### src/rtl/bin2bcd_seq_ctrl_pkg.sv
// ---------------------------------------------------------------------------
// bin2bcd_seq_ctrl_pkg : shared state encoding and digit-correction helper.
// Rev 1.0
// ---------------------------------------------------------------------------
`default_nettype none

package bin2bcd_seq_ctrl_pkg;

  // 2'd3 is never entered; the controller decodes it as IDLE.
  typedef enum logic [1:0] {
    ST_IDLE  = 2'd0,
    ST_SHIFT = 2'd1,
    ST_DONE  = 2'd2
  } state_t;

  localparam logic [3:0] DABBLE_THRESH = 4'd5;
  localparam logic [3:0] DABBLE_ADJ    = 4'd3;

  function automatic logic [3:0] dabble(input logic [3:0] digit);
    return (digit >= DABBLE_THRESH) ? digit + DABBLE_ADJ : digit;
  endfunction

endpackage

`default_nettype wire

### src/rtl/bin2bcd_seq_ctrl_dabble_digit.sv
// ---------------------------------------------------------------------------
// bin2bcd_seq_ctrl_dabble_digit : one BCD digit correction (+3 when >= 5).
// Rev 1.0
// ---------------------------------------------------------------------------
`default_nettype none

module bin2bcd_seq_ctrl_dabble_digit
  import bin2bcd_seq_ctrl_pkg::*;
(
  input  logic [3:0] din,
  output logic [3:0] dout
);

  // The 4-bit add wraps; a carry out can never occur for valid BCD inputs.
  assign dout = dabble(din);

endmodule

`default_nettype wire

### src/rtl/bin2bcd_seq_ctrl.sv
// ---------------------------------------------------------------------------
// bin2bcd_seq_ctrl : sequential shift-and-add-3 binary-to-BCD converter with
// start/done handshake and overflow detection. Rev 1.0
// ---------------------------------------------------------------------------
`default_nettype none

module bin2bcd_seq_ctrl
  import bin2bcd_seq_ctrl_pkg::*;
#(
  parameter int WIDTH  = 16,
  parameter int DIGITS = 5
) (
  input  logic                  clk,
  input  logic                  rst_n,
  input  logic                  start,
  input  logic [WIDTH-1:0]      bin,
  output logic                  busy,
  output logic                  done,
  output logic [4*DIGITS-1:0]   bcd,
  output logic                  overflow
);

  localparam int SCR_W = 4 * DIGITS;
  localparam int CNT_W = $clog2(WIDTH) + 1;
  localparam logic [CNT_W-1:0] LAST_CNT = CNT_W'(WIDTH - 1);

  state_t             state;
  logic [WIDTH-1:0]   shift_reg;
  logic [SCR_W-1:0]   scratch;
  logic               ovf;
  logic [CNT_W-1:0]   cnt;

  logic [SCR_W-1:0]   corrected;
  logic [SCR_W-1:0]   next_scratch;
  logic [WIDTH-1:0]   next_shift;
  logic               shift_out;
  logic               next_ovf;
  logic               last_shift;

  for (genvar i = 0; i < DIGITS; i++) begin : g_digit
    bin2bcd_seq_ctrl_dabble_digit u_dabble (
      .din  (scratch[4*i +: 4]),
      .dout (corrected[4*i +: 4])
    );
  end

  // Correction first, then one left shift of {scratch, shift_reg}.
  assign next_scratch = {corrected[SCR_W-2:0], shift_reg[WIDTH-1]};
  assign next_shift   = shift_reg << 1;
  assign shift_out    = corrected[SCR_W-1];
  assign next_ovf     = ovf | shift_out;
  assign last_shift   = (cnt == LAST_CNT);

  always_ff @(posedge clk) begin
    if (!rst_n) begin
      state     <= ST_IDLE;
      shift_reg <= '0;
      scratch   <= '0;
      ovf       <= 1'b0;
      cnt       <= '0;
      busy      <= 1'b0;
      done      <= 1'b0;
      bcd       <= '0;
      overflow  <= 1'b0;
    end else begin
      case (state)
        ST_SHIFT: begin
          shift_reg <= next_shift;
          scratch   <= next_scratch;
          ovf       <= next_ovf;
          cnt       <= cnt + 1'b1;
          if (last_shift) begin
            state    <= ST_DONE;
            busy     <= 1'b0;
            done     <= 1'b1;
            bcd      <= next_scratch;
            overflow <= next_ovf;
          end
        end
        // IDLE, DONE and the unused encoding all behave as "ready".
        default: begin
          done <= 1'b0;
          if (start) begin
            state     <= ST_SHIFT;
            busy      <= 1'b1;
            shift_reg <= bin;
            scratch   <= '0;
            ovf       <= 1'b0;
            cnt       <= '0;
          end else begin
            state <= ST_IDLE;
          end
        end
      endcase
    end
  end

endmodule

`default_nettype wire
### config.mk
export PLATFORM = sky130hd
export DESIGN_NAME = bin2bcd_seq_ctrl
export DESIGN_NICKNAME = d
export VERILOG_FILES = /design/src/rtl/bin2bcd_seq_ctrl_pkg.sv /design/src/rtl/bin2bcd_seq_ctrl_dabble_digit.sv /design/src/rtl/bin2bcd_seq_ctrl.sv
export SDC_FILE = /design/constraint.sdc
export NUM_CORES = 1
export LEC_CHECK = 0
export BUFFER_PORTS_ARGS = -buffer_cell sky130_fd_sc_hd__buf_2
export CAP_MARGIN = 10
export CORE_MARGIN = 2
export CORE_UTILIZATION = 50
export DETAILED_ROUTE_END_ITERATION = 12
export PLACE_DENSITY_LB_ADDON = 0.08
export SLEW_MARGIN = 20
export SYNTH_ARGS = -nofsm -noshare
export SYNTH_HDL_FRONTEND = slang
export SYNTH_SLANG_ARGS = --single-unit
### constraint.sdc
create_clock -name clk -period 2.35 [get_ports clk]
set_clock_uncertainty 0.2 [all_clocks]
set_input_delay 0.47 -clock clk [delete_from_list [all_inputs] [get_ports clk]]
set_output_delay 0.47 -clock clk [all_outputs]
set_load 0.1 [all_outputs]
==> results.sh <==
export IMPL_irDropWorstVdd_mv=0.347
export IMPL_required_ns=2.42
export IMPL_routed_wirelength_um=5920
export IMPL_syn_nets=358
export IMPL_ctsHoldBuffers=0
export IMPL_synth_seq_area_share_pct=45.2
export IMPL_design_area_sq_um=3380
export IMPL_final_net_count=400
export IMPL_antenna_found_initial=0
export IMPL_die_area_sq_um=6570
export IMPL_clock_path_buffers=2
export IMPL_fillers=569
export IMPL_final_seq_area_sq_um=1340
export IMPL_post_cts_buffers=0
export IMPL_multi_input_area_sq_um=1440
export IMPL_dr_pass1_iters=4
export IMPL_die_y_um=81.1
export IMPL_async_flop_share_pct=0
export IMPL_synth_ff_latch_count=67
export IMPL_yosys_area_share_xor_xnor_pct=1.47
export IMPL_grt_usage_pct=20.1
export IMPL_syn_cell_area_sq_um=2970
export IMPL_synthSimpleGateAreaFrac_pct=15.6
export IMPL_crit_type="reg2reg"
export IMPL_grt_max_degree=32
export IMPL_syn_to_final_growth_pct=13.8
export IMPL_setup_tns_ns=0
export IMPL_critPathMaxFanout=21
export IMPL_top_usage_layer="met2"
export IMPL_endpoint_kind="flip-flop"
export IMPL_cts_tree="built"
export IMPL_postPlaceCellArea_sq_um=3210
export IMPL_grt_pass1_vias=2229
export IMPL_cts_resized=0
export IMPL_synth_most_common_cell="dfxtp_1"
export IMPL_rows=28
export IMPL_fin_crit_ns=1.95
export IMPL_fmax_mhz=514
export IMPL_ys_top_cells_by_count="67 x dfxtp_1, 30 x o21ai_0, 27 x nand2_1, 24 x nor2_1, 22 x a21oi_1"
export IMPL_use_met1_pct=24.2
export IMPL_gp_congestion=0.788
export IMPL_ant_nets=0
export IMPL_yosys_warnings=0
export IMPL_setup_ws_ns=0.403
export IMPL_p_leak_nw=1.38
export IMPL_initial_core_util_pct=51.1
export IMPL_synth_edff_count=0
export IMPL_crit_path_start_kind="flip-flop"
export IMPL_synth_area_leaders="dfxtp_1 45%, mux2i_1 5.4%, ha_1 5.1%"
export IMPL_met2_usage_pct=33.8
export IMPL_io_buffer_count=41
export IMPL_yosysTopAreaCellShare_pct=45.2
export IMPL_cp_arrival_ns=2.02
export IMPL_setup_viol=0
export IMPL_power_density_nw_per_um2=643
export IMPL_place_hpwl_um=4180
export IMPL_route_detailed_drc=0
export IMPL_synth_avg_cell_area_sq_um=9.08
export IMPL_synth_cells=327
export IMPL_outcome="finished, final reports clean"
export IMPL_grt_overflow=0
export IMPL_synth_ff_type="dfxtp_1"
export IMPL_core_area_sq_um=5820
export IMPL_synth_top_family_by_area="compound AO/OA/AOI/OAI gates"
export IMPL_clock_root_buffer="clkbuf_8"
export IMPL_first_iter_violations=86
export IMPL_vias=2383
export IMPL_synth_compound_area_share_pct=19.1
export IMPL_layout_drive_gt1_share_pct=22.7
export IMPL_synth_area_mux_share_pct=7.29
export IMPL_die_w_um=81.1
export IMPL_max_slew_margin_pct=67.4
export IMPL_grt_use_met3_pct=4.67
export IMPL_htree_levels=3
export IMPL_final_util_pct=58.1
export IMPL_hold_slack_ns=0.227
export IMPL_insertion_delay_ns=0.34
export IMPL_ios=42
export IMPL_drt_wirelength_per_cell_um=13.2
export IMPL_vias_per_cell=5.31
export IMPL_final_max_slew_violation_count=0
export IMPL_hp_class="in2reg"
export IMPL_rsz0062_at_grt="false"
export IMPL_dp_slack_ns=0.387
export IMPL_synth_cell_types=35
export IMPL_hold_viol=0
export IMPL_cap_violations=0
export IMPL_numCtsBuffers=9
export IMPL_synth_fa_ha_area_share_pct=5.06
export IMPL_synth_top_cell_by_area="dfxtp_1"
export IMPL_cts_sinks=67
export IMPL_worst_pin_slew_ns=0.493
export IMPL_antenna_cells=0
export IMPL_period_share_pct=82.9
export IMPL_cts_clk_slew_worst_paths_ns=0.07
export IMPL_grt_pass1_wl_um=10100
-- where the power goes --
group / total [W] / switching [W] / leakage (nW) / internal [W]
clock: 0.000847 / 0.000408 / 0.0905 / 0.000439
sequential: 0.00118 / 0.0000161 / 0.544 / 0.00116
combinational: 0.000147 / 0.0000878 / 0.742 / 0.0000588
-- critical path, cell delays in order (launching register included) --
cell and delay [ns]:
dfxtp_1 0.37, ha_1 0.19, and3_1 0.17, ha_1 0.17, and2_4 0.29, nand2_1 0.17, buf_4 0.21, o21ai_2 0.10
-- kinds of logic after synthesis --
family	Yosys count
AO/OA/AOI/OAI	96
XOR/XNOR	5
adder cells (fa/ha/maj)	12
buffers and inverters	33
flip-flops	67
multiplexers	21
AND/OR/NAND/NOR	93
-- area by class of cell --
type                            instances  share of cell area (%)
Timing Repair Buffer                   51                    8.30
Multi-Input combinational cell        227                    42.7
Clock buffer                           14                    4.81
Clock inverter                          2                   0.296
Tap cell                               75                    2.78
Sequential cell                        67                    39.7
Inverter                               13                    1.44
-- metrics by stage --
step                      total power, W  instances
after floorplan                  0.00131        327
after global placement           0.00135        433
after detailed placement         0.00135        433
after CTS                        0.00220        449
after global routing             0.00227        449
final                            0.00217        449
-- placed cells by master (no fill, tap or decap), drive strengths merged --
cell type  synthesis  layout
nand3             11      11
or3                1       1
mux2               5       5
and3               1       1
buf               15      51
nor2              24      24
a32o               2       2
nor3b              5       5
and2b              1       1
nand3b             2       2
ha                12      12
dfxtp             67      67
clkbuf             5      14
or3b               4       4
nor3               8       8
and2               3       3
nand2             27      27
xnor2              5       5
a31oi              4       4
a21oi             22      22
mux2i             16      16
clkinv             0       2
a211oi            15      15
nand2b             6       6
o21ai             53      53
inv               13      13
-- layer usage --
metal	part of all wire (%)	vias up
met5	0	-
met4	1.5	0
met3	3.5	10
met2	48	47
met1	47	1097
li1	-	1229
-- worst paths after layout --
kind / cells after the start / endpoint / start / slack [ns]
max reg2reg: 7 / bcd[18]$_SDFFE_PN0P_ / cnt[0]$_SDFFE_PN0P_ / 0.40
min: 3 / shift_reg[0]$_SDFFE_PP0P_ / bin[0] / 0.23
min reg2reg: 2 / ovf$_SDFFE_PN0P_ / ovf$_SDFFE_PN0P_ / 0.26
max: 7 / bcd[18]$_SDFFE_PN0P_ / cnt[0]$_SDFFE_PN0P_ / 0.40
Power figures use the tool's default switching activity.
